$ cat src/rtl/lane_density_sensor_pkg.sv
// Shared constants for the lane density sensor and the traffic controller top.
// Lane i of every vector maps to controller request T(i+1).
package lane_density_sensor_pkg;

    localparam int NUM_LANES        = 4;

    localparam int TICK_DIV_DEF     = 100_000;  // 1 kHz sample tick at 100 MHz
    localparam int DEB_TICKS_DEF    = 10;
    localparam int WINDOW_TICKS_DEF = 5000;     // 5 s measurement window
    localparam int CNT_W_DEF        = 6;
    localparam int HI_TH_DEF        = 4;
    localparam int LO_TH_DEF        = 2;

    typedef logic [NUM_LANES-1:0] lane_vec_t;

    // Density flag with hysteresis: set at or above hi, clear at or below lo,
    // otherwise keep the previous decision.
    function automatic logic hyst_flag(input logic cur, input int cnt, input int hi, input int lo);
        logic flag;
        flag = cur;
        if (cnt >= hi) begin
            flag = 1'b1;
        end else if (cnt <= lo) begin
            flag = 1'b0;
        end
        return flag;
    endfunction

endpackage

$ cat src/rtl/lane_density_sensor_if.sv
// Detector inputs and density outputs of the lane density sensor.
// master = board/controller side, slave = the sensor itself.
interface lane_density_sensor_if #(
    parameter int CNT_W = lane_density_sensor_pkg::CNT_W_DEF
);
    logic [lane_density_sensor_pkg::NUM_LANES-1:0]       DET;
    logic [lane_density_sensor_pkg::NUM_LANES-1:0]       T;
    logic                                                WIN_DONE;
    logic [lane_density_sensor_pkg::NUM_LANES*CNT_W-1:0] LAST_CNT;

    modport master (output DET, input T, input WIN_DONE, input LAST_CNT);
    modport slave  (input DET, output T, output WIN_DONE, output LAST_CNT);
endinterface

$ cat src/rtl/lane_density_sensor_debounce.sv
// One lane front end: 2-flop synchronizer, tick-based debouncer and a
// vehicle-event pulse on the rising edge of the debounced level.
// The event pulse is asserted in the same cycle as the tick that flips the
// level, so it can coincide with the window terminal tick in the top.
module lane_debounce #(
    parameter int DEB_TICKS = lane_density_sensor_pkg::DEB_TICKS_DEF
) (
    input  logic CLK_100MHZ,
    input  logic RESET,
    input  logic tick_i,
    input  logic raw_i,
    output logic event_o
);
    localparam int DEB_W = $clog2(DEB_TICKS + 1);

    logic             sync1_q;
    logic             sync2_q;
    logic             level_q;
    logic             level_d;
    logic [DEB_W-1:0] deb_cnt_q;
    logic [DEB_W-1:0] deb_cnt_d;
    logic             differ;
    logic             flip;

    assign differ  = (sync2_q != level_q);
    assign flip    = tick_i && differ && (deb_cnt_q == DEB_W'(DEB_TICKS - 1));
    assign event_o = flip && !level_q;

    // Count consecutive differing samples; accept the new level on the last one.
    always_comb begin
        deb_cnt_d = deb_cnt_q;
        level_d   = level_q;
        if (tick_i) begin
            if (!differ) begin
                deb_cnt_d = '0;
            end else if (flip) begin
                deb_cnt_d = '0;
                level_d   = !level_q;
            end else begin
                deb_cnt_d = deb_cnt_q + DEB_W'(1);
            end
        end
    end

    // Synchronizer and debounce state.
    always_ff @(posedge CLK_100MHZ or posedge RESET) begin
        if (RESET) begin
            sync1_q   <= 1'b0;
            sync2_q   <= 1'b0;
            level_q   <= 1'b0;
            deb_cnt_q <= '0;
        end else begin
            sync1_q   <= raw_i;
            sync2_q   <= sync1_q;
            level_q   <= level_d;
            deb_cnt_q <= deb_cnt_d;
        end
    end

endmodule

$ cat src/rtl/lane_density_sensor.sv
// Lane density sensor top: sample tick, measurement window, per-lane vehicle
// counters and hysteresis flags. T/LAST_CNT/WIN_DONE only move on the
// terminal tick of a window, so T is stable for a slow-clock consumer.
module lane_density_sensor
    import lane_density_sensor_pkg::*;
#(
    parameter int TICK_DIV     = TICK_DIV_DEF,
    parameter int DEB_TICKS    = DEB_TICKS_DEF,
    parameter int WINDOW_TICKS = WINDOW_TICKS_DEF,
    parameter int CNT_W        = CNT_W_DEF,
    parameter int HI_TH        = HI_TH_DEF,
    parameter int LO_TH        = LO_TH_DEF
) (
    input  logic                 CLK_100MHZ,
    input  logic                 RESET,
    lane_density_sensor_if.slave bus
);
    localparam int TICK_W = $clog2(TICK_DIV + 1);
    localparam int WIN_W  = $clog2(WINDOW_TICKS + 1);
    localparam logic [CNT_W-1:0] CNT_MAX = {CNT_W{1'b1}};

    logic [TICK_W-1:0]          tick_cnt_q;
    logic [TICK_W-1:0]          tick_cnt_d;
    logic [WIN_W-1:0]           win_cnt_q;
    logic [WIN_W-1:0]           win_cnt_d;
    logic                       tick;
    logic                       terminal;
    lane_vec_t                  lane_event;
    logic [CNT_W-1:0]           lane_cnt_q [NUM_LANES];
    logic [CNT_W-1:0]           lane_cnt_d [NUM_LANES];
    logic [CNT_W-1:0]           final_cnt  [NUM_LANES];
    lane_vec_t                  t_q;
    lane_vec_t                  t_d;
    logic [NUM_LANES*CNT_W-1:0] last_cnt_q;
    logic [NUM_LANES*CNT_W-1:0] last_cnt_d;
    logic                       win_done_q;

    assign tick     = (tick_cnt_q == TICK_W'(TICK_DIV - 1));
    assign terminal = tick && (win_cnt_q == WIN_W'(WINDOW_TICKS - 1));

    // Next state of the tick divider and the window tick counter.
    always_comb begin
        tick_cnt_d = tick ? '0 : tick_cnt_q + TICK_W'(1);
        win_cnt_d  = win_cnt_q;
        if (tick) begin
            win_cnt_d = terminal ? '0 : win_cnt_q + WIN_W'(1);
        end
    end

    // Per-lane front end, saturating counter and flag update. An event on the
    // terminal tick is folded into the closing window's final count.
    generate
        for (genvar gi = 0; gi < NUM_LANES; gi++) begin : g_lane
            logic inc;

            lane_debounce #(.DEB_TICKS(DEB_TICKS)) u_debounce (
                .CLK_100MHZ (CLK_100MHZ),
                .RESET      (RESET),
                .tick_i     (tick),
                .raw_i      (bus.DET[gi]),
                .event_o    (lane_event[gi])
            );

            assign inc           = lane_event[gi] && (lane_cnt_q[gi] != CNT_MAX);
            assign final_cnt[gi] = lane_cnt_q[gi] + CNT_W'(inc);
            assign lane_cnt_d[gi] = terminal ? '0 : final_cnt[gi];
            assign t_d[gi] = terminal ? hyst_flag(t_q[gi], int'(final_cnt[gi]), HI_TH, LO_TH)
                                      : t_q[gi];
            assign last_cnt_d[gi*CNT_W +: CNT_W] = terminal ? final_cnt[gi]
                                                            : last_cnt_q[gi*CNT_W +: CNT_W];
        end
    endgenerate

    // All counters and output registers.
    always_ff @(posedge CLK_100MHZ or posedge RESET) begin
        if (RESET) begin
            tick_cnt_q <= '0;
            win_cnt_q  <= '0;
            lane_cnt_q <= '{default: '0};
            t_q        <= '0;
            last_cnt_q <= '0;
            win_done_q <= 1'b0;
        end else begin
            tick_cnt_q <= tick_cnt_d;
            win_cnt_q  <= win_cnt_d;
            lane_cnt_q <= lane_cnt_d;
            t_q        <= t_d;
            last_cnt_q <= last_cnt_d;
            win_done_q <= terminal;
        end
    end

    assign bus.T        = t_q;
    assign bus.LAST_CNT = last_cnt_q;
    assign bus.WIN_DONE = win_done_q;

endmodule
$ cat src/flat_wrapper.sv
// flat-port wrapper written by rule: the top's interface ports become plain ports
module lane_density_sensor_flat import lane_density_sensor_pkg::*;
#(
    parameter int TICK_DIV     = TICK_DIV_DEF,
    parameter int DEB_TICKS    = DEB_TICKS_DEF,
    parameter int WINDOW_TICKS = WINDOW_TICKS_DEF,
    parameter int CNT_W        = CNT_W_DEF,
    parameter int HI_TH        = HI_TH_DEF,
    parameter int LO_TH        = LO_TH_DEF
)
  (CLK_100MHZ, RESET, bus_DET, bus_T, bus_WIN_DONE, bus_LAST_CNT);
  lane_density_sensor_if #(.CNT_W(CNT_W)) bus_i ();
  input  logic CLK_100MHZ;
  input  logic RESET;
  input wire logic [$bits(bus_i.DET)-1:0] bus_DET;
  output wire logic [$bits(bus_i.T)-1:0] bus_T;
  output wire logic [$bits(bus_i.WIN_DONE)-1:0] bus_WIN_DONE;
  output wire logic [$bits(bus_i.LAST_CNT)-1:0] bus_LAST_CNT;
  assign bus_i.DET = bus_DET;
  assign bus_T = bus_i.T;
  assign bus_WIN_DONE = bus_i.WIN_DONE;
  assign bus_LAST_CNT = bus_i.LAST_CNT;
  lane_density_sensor #(.TICK_DIV(TICK_DIV), .DEB_TICKS(DEB_TICKS), .WINDOW_TICKS(WINDOW_TICKS), .CNT_W(CNT_W), .HI_TH(HI_TH), .LO_TH(LO_TH)) u_core (.CLK_100MHZ(CLK_100MHZ), .RESET(RESET), .bus(bus_i));
endmodule
$ cat config.mk
export PLATFORM = sky130hd
export DESIGN_NAME = lane_density_sensor_flat
export DESIGN_NICKNAME = d
export VERILOG_FILES = /design/src/rtl/lane_density_sensor_pkg.sv /design/src/rtl/lane_density_sensor_if.sv /design/src/rtl/lane_density_sensor_debounce.sv /design/src/rtl/lane_density_sensor.sv /design/src/flat_wrapper.sv
export SDC_FILE = /design/constraint.sdc
export NUM_CORES = 1
export LEC_CHECK = 0
export CAP_MARGIN = 20
export CELL_PAD_IN_SITES_DETAIL_PLACEMENT = 1
export CELL_PAD_IN_SITES_GLOBAL_PLACEMENT = 1
export CORE_MARGIN = 5
export CORE_UTILIZATION = 40
export CTS_CLUSTER_SIZE = 30
export DETAILED_ROUTE_END_ITERATION = 7
export GPL_TIMING_DRIVEN = 0
export PLACE_DENSITY_LB_ADDON = 0.1
export SLEW_MARGIN = 20
export SYNTH_ARGS = -nofsm -noshare
export SYNTH_HDL_FRONTEND = slang
export SYNTH_SLANG_ARGS = --single-unit
$ cat constraint.sdc
create_clock -name CLK_100MHZ -period 3.3 [get_ports CLK_100MHZ]
set_input_delay 0.495 -clock CLK_100MHZ [delete_from_list [all_inputs] [get_ports CLK_100MHZ]]
set_output_delay 0.495 -clock CLK_100MHZ [all_outputs]
set_load 0.01 [all_outputs]
==> out/metrics.yaml, run 1 <==
grt_pass1_vias: 4406
grt_overflow_total: 0
die_x_um: 128
nNetsFinal: 586
worstMarginPinSlew_ns: 0.680
wl_um: 13400
whs_path_depth: 0
synth_top_area_share_pct: 50.2
multi_input_area_um2: 2560
setup.worst_path.start_class: "flop"
num_rows: 43
r2r_cells: 12
clock-sinks: 111
die_area_um2: 16300
synthTopCellsByArea: "dfrtp_1 (50%), ha_1 (4.1%), mux2i_1 (3.1%)"
synth_common_cells: "dfrtp_1 (111), nor2_1 (34), inv_1 (32)"
dp_hpwl_um: 9550
r2r-end: "u_core.bus.T[3]"
ios: 35
setup_tns_ns: 0
cp_max_fo: 9
path_clk_slew_ns: 0.08
hold_viol_final: 0
min_period_ns: 3.08
startpoint: "u_core.tick_cnt_q[0]"
post_drt_via_cell_ratio: 5.44
antenna_left: 0
p_leak_nw: 2.80
synth-main-ff-cell: "dfrtp_1"
synth-seq-cells: 111
postLayoutCellArea_um2: 6480
hp-class: "flop to flop"
ctsHoldBuffers: 0
syn_inst: 515
cts_tree: "yes"
reg2reg_setup_slack_ns: 0.22
gp_congestion: 0.767
status: "completed"
crit_arrival_ns: 3.31
fin_worst_skew_ns: 0.00889
yosysMostFrequentCell: "dfrtp_1"
relSlewSlack_pct: 54.6
fillerInstances: 1526
grt_pass1_wl_um: 23000
cts_max_path_buffers: 2
synth.avg_cell_area_um2: 10.7
setup_slack_ns: 0.224
r2r-start: "u_core.tick_cnt_q[0]"
synth_top_cell_by_area: "dfrtp_1"
rsz0062_at_grt: "false"
antenna_cells: 0
finalMaxSlewViolations: 0
grt_antenna_before_repair: 0
die_y_um: 128
synthArstFlopShare_pct: 100
drcViolationCount: 0
grt_usage_pct: 17.6
final_util_pct: 47.3
io_buffers: 34
setup.worst_path.end_class: "flop"
start_util_pct: 40.3
critPathRequiredTime_ns: 3.53
vias: 4066
synth-edff-count: 0
drt_iter0_drc: 193
hp-start: "u_core.g_lane[2].u_debounce.sync1_q"
firstDrtPassIters: 4
dpl_worst_slack_ns: -0.132
syn2layout_area_growth_pct: 17.3
finalCritPeriodShare_pct: 93.2
drive_gt1_share_pct: 11.1
ys_seq_area_share_pct: 50.2
root_buffer: "clkbuf_16"
htreeDepth: 3
place_inst: 732
numCtsBuffers: 9
cap_violations: 0
wl_per_cell_um: 17.9
power-per-cell-area_nw_per_um2: 389
peakVddDrop_v: 0.000265
max_freq_mhz: 325
syn-cell-area_um2: 5530
ys_types: 56
critPathKind: "flop to flop"
core_area_um2: 13700
fin_cells: 747
ff_latch_area_um2: 2780
synth_warnings: 0
placed_area_um2: 6160
whs_endpoint: "u_core.g_lane[2].u_debounce.sync2_q"
insertion_delay_ns: 0.36
synth_fp_nets: 539
setup_viol: 0
grt_max_degree: 33
-- sequential cells by signal, indices dropped and copies added (netlist names) --
signal and cells:
u_core.g_lane.u_debounce.sync2_q 4, u_core.bus.LAST_CNT 24, u_core.bus.WIN_DONE 1, u_core.lane_cnt_q 24, u_core.g_lane.u_debounce.deb_cnt_q 16, u_core.tick_cnt_q 17
u_core.g_lane.u_debounce.level_q 4, u_core.bus.T 4, u_core.g_lane.u_debounce.sync1_q 4, u_core.win_cnt_q 13
-- critical path, stage by stage (launching register included) --
cell and delay, ns:
dfrtp_2 0.42, ha_1 0.16, buf_4 0.16, and4bb_2 0.30, nand3_1 0.09, or4_4 0.52, nor3b_1 0.25, ha_2 0.25
ha_2 0.25, and2_1 0.14, a21oi_1 0.07, o41ai_1 0.24, o21ai_0 0.11
-- cell families (layout without fill, tap and decap cells) --
group,Yosys count,after routing,share of synthesized area [%]
flops,111,111,50.2
simple gates,194,194,20.8
xor+xnor,32,32,5.07
compound gates,75,75,9.30
mux,32,32,6.61
buf+inv,53,105,3.89
fa+ha+maj,18,18,4.07
-- how the worst max path moves through the flow --
stage	endpoint	depth (start not counted)
5_1_grt	u_core.bus.T[1]	11
3_3_place_gp	u_core.bus.T[3]	13
2_1_floorplan	u_core.bus.T[3]	13
4_1_cts	u_core.bus.T[3]	11
6_report	u_core.bus.T[3]	12
3_5_place_dp	u_core.bus.T[3]	12
-- final cells by class --
| cell class | count | share of cell area [%] |
|---|---|---|
| clock inverters | 6 | 0.946 |
| well taps | 180 | 3.47 |
| inverters | 32 | 1.91 |
| flip-flops and latches | 111 | 42.9 |
| clock buffers | 10 | 3.69 |
| repair buffers | 37 | 6.18 |
| multi-input cells | 351 | 39.5 |
| plain buffers | 20 | 1.41 |
-- cell usage in the layout, fill, tap and decap left out, types with 8 or more instances in the layout --
master           count
clkbuf_16            9
ha_1                14
nor2_1              34
a211oi_1            11
and3_1               9
nor4_1               8
xor2_1              19
and2_1              16
o31ai_1             12
nand3_1             27
nand4_1             14
nand2_1             21
and4_1               8
clkdlybuf4s50_1     34
mux2i_1             17
nor3_1              15
mux2_2               8
inv_1               31
o21ai_0             23
clkbuf_1            12
dfrtp_1            109
xnor2_1             13
-- stage by stage --
| stage | hold WS, ns | total power [mW] |
|---|---|---|
| 5_1_grt | 0.360 | 2.64 |
| 2_1_floorplan | 0.331 | 1.42 |
| 4_1_cts | 0.355 | 2.58 |
| 3_5_place_dp | 0.336 | 1.45 |
| 6_report | 0.353 | 2.52 |
| 3_3_place_gp | 0.336 | 1.44 |
-- power by group --
part	internal (mW)	leakage, nW	total (mW)	switching (mW)
combinational	0.0176	1.14	0.0528	0.0351
sequential	1.36	1.52	1.37	0.00312
clock	0.553	0.144	1.10	0.552
-- repair_timing --
item | in CTS | in global routing
pin swaps | 0 | 1
gates resized for setup | 4 | 6
endpoints found under the setup margin | 7 | 6
buffers inserted | 0 | 0
-- per-layer routing --
| metal | global-route usage, % | wire length [µm] | vias to the layer above |
|---|---|---|---|
| li1 | - | - | 1938 |
| met1 | 23.0 | 6110 | 2072 |
| met2 | 30.0 | 6720 | 47 |
| met3 | 4.47 | 447 | 9 |
| met4 | 3.15 | 114 | 0 |
| met5 | 0 | 0 | - |
Power figures use the tool's default switching activity.
==> run 2: changes to the inputs <==
- CTS_BUF_LIST: not set -> sky130_fd_sc_hd__clkbuf_4
==> run 2 against run 1 <==
  * Global-route usage shrank 0.090 points
  * Setup slack got worse by 0.14 ns
  * Routed wire length is 1.6% lower
  * Critical path depth is 1 lower
  * Via count down 0.32%
  * Final area down 2.7%
  * Fmax shrank 4.5%
  * Die area stayed put
  * Largest cell class unchanged
==> out/metrics.yaml, run 2 (synthesis results as in run 1) <==
antenna_left: 0
peakVddDrop_v: 0.000221
clock-sinks: 111
p_leak_nw: 2.72
power_frac_clock_pct: 32.3
crit_chain: "ha_1 -> buf_4 -> and4bb_2 -> nand3_1 -> or4_4 -> nor3b_1 -> ha_2 -> ha_2 -> and2_1 -> o41ai_1 -> o21ai_0"
die_x_um: 128
cp.buffers_inverters: 1
numCtsBuffers: 9
layout_common_cells: "dfrtp_1 (109), nor2_1 (34), clkdlybuf4s50_1 (34)"
cap_violations: 0
postLayoutCellArea_um2: 6300
fillerInstances: 1548
wl_um: 13200
die_y_um: 128
critPathRequiredTime_ns: 3.70
hp-class: "primary input to async pin"
finalCritPeriodShare_pct: 97.6
cp_top_family: "simple AND/OR/NAND/NOR gates"
drcViolationCount: 0
htreeDepth: 3
setup.worst_path.end_class: "flop"
comb_power_share_pct: 2.5
relSlewSlack_pct: 54.2
ctsHoldBuffers: 0
firstDrtPassIters: 4
power_frac_seq_pct: 65.2
io_buffers: 34
slowest_stage: "or4_4"
grt_max_degree: 33
reg2reg_setup_slack_ns: 0.08
cpMostUsedCell: "ha_2"
cts_max_path_buffers: 2
setup.worst_path.start_class: "flop"
grt_antenna_before_repair: 0
insertion_delay_ns: 0.52
wl_met2_um: 6480
nNetsFinal: 586
max_freq_mhz: 310
wl_met3_um: 378
wl_met1_um: 6170
crit_arrival_ns: 3.62
grt_usage_pct: 17.6
worstMarginPinSlew_ns: 0.687
antenna_cells: 0
power-per-cell-area_nw_per_um2: 333
grt_pass1_vias: 4389
p_sw_share_pct: 26.0
ff_latch_area_um2: 2780
slowest_delay_ns: 0.58
post_drt_via_cell_ratio: 5.43
finalMaxSlewViolations: 0
min_period_ns: 3.22
wl_per_cell_um: 17.7
dp_hpwl_um: 9550
setup_viol: 0
start_util_pct: 40.3
grt_pass1_wl_um: 22800
die_area_um2: 16300
drive_gt1_share_pct: 10.8
critPathKind: "flop to flop"
status: "completed"
final_common_cell: "dfrtp_1"
gp_congestion: 0.767
grt_overflow_total: 0
drt_iter0_drc: 188
cts_tree: "yes"
multi_input_area_um2: 2550
root_buffer: "clkbuf_4"
syn2layout_area_growth_pct: 14.1
cp_max_fo: 9
switchingPower_mw: 0.547
ios: 35
fin_hold_ws_ns: 0.336
internal_power_mw: 1.55
fin_worst_skew_ns: 0.0280
num_rows: 43
placed_area_um2: 6160
vias: 4053
rsz0062_at_grt: "true"
core_area_um2: 13700
routed.top_layer: "met4"
path_clk_slew_ns: 0.18
hold_viol_final: 0
## run 2: worst paths after layout
check                                                    start                             endpoint  cells after the start
setup / recovery                          u_core.tick_cnt_q[0]                      u_core.bus.T[3]                     11
hold / removal                                           RESET                 u_core.win_cnt_q[10]                      2
setup reg to reg                          u_core.tick_cnt_q[0]                      u_core.bus.T[3]                     11
hold reg to reg            u_core.g_lane[2].u_debounce.sync1_q  u_core.g_lane[2].u_debounce.sync2_q                      0
max in group asynchronous                                RESET                 u_core.tick_cnt_q[1]                      5
min in group CLK_100MHZ    u_core.g_lane[2].u_debounce.sync1_q  u_core.g_lane[2].u_debounce.sync2_q                      0
## run 2: metrics by stage
stage                     utilization (%)  setup WS (ns)  TNS [ns]  power, mW  std cells
after floorplan                         -          0.379         0       1.42        515
after global placement               44.4         -0.158    -0.262       1.44        729
after detailed placement             44.9         -0.132    -0.314       1.45        732
after CTS                            45.9         0.0180         0       2.15        747
after global routing                 46.0        -0.0661    -0.184       2.21        747
final                                46.0         0.0792         0       2.10        747
## run 2: routing by layer
metal	vias up	global-route usage, %
met5	-	0
met4	0	3.79
met3	10	4.93
met2	41	29.3
met1	2053	22.8
li1	1949	-
## run 2: worst register-to-register path, cell delays in order, from the launching register on
cell,delay [ns]
dfrtp_2,0.45
ha_1,0.16
buf_4,0.16
and4bb_2,0.30
nand3_1,0.09
or4_4,0.58
nor3b_1,0.25
ha_2,0.25
ha_2,0.29
and2_1,0.15
o41ai_1,0.31
o21ai_0,0.14
## run 2: final cells by class
class	instances	area share, %
Clock inverter	7	1.03
Buffer	20	1.45
Inverter	32	1.96
Timing Repair Buffer	37	6.35
Sequential cell	111	44.1
Tap cell	180	3.57
Clock buffer	9	1.07
Multi-Input combinational cell	351	40.5
## run 2: timing repair
action,CTS,global route
setup endpoints to repair,7,7
buffers inserted,0,0
resized for setup,2,7
pin swaps,0,0
## run 2: power groups by stage
| stage | Combinational [mW] | Clock, mW | Sequential (mW) |
|---|---|---|---|
| after floorplan | 0.0292 | 0 | 1.39 |
| after global placement | 0.0458 | 0 | 1.39 |
| after detailed placement | 0.0559 | 0 | 1.39 |
| after CTS | 0.0562 | 0.722 | 1.37 |
| after global routing | 0.0621 | 0.774 | 1.37 |
| final | 0.0528 | 0.679 | 1.37 |
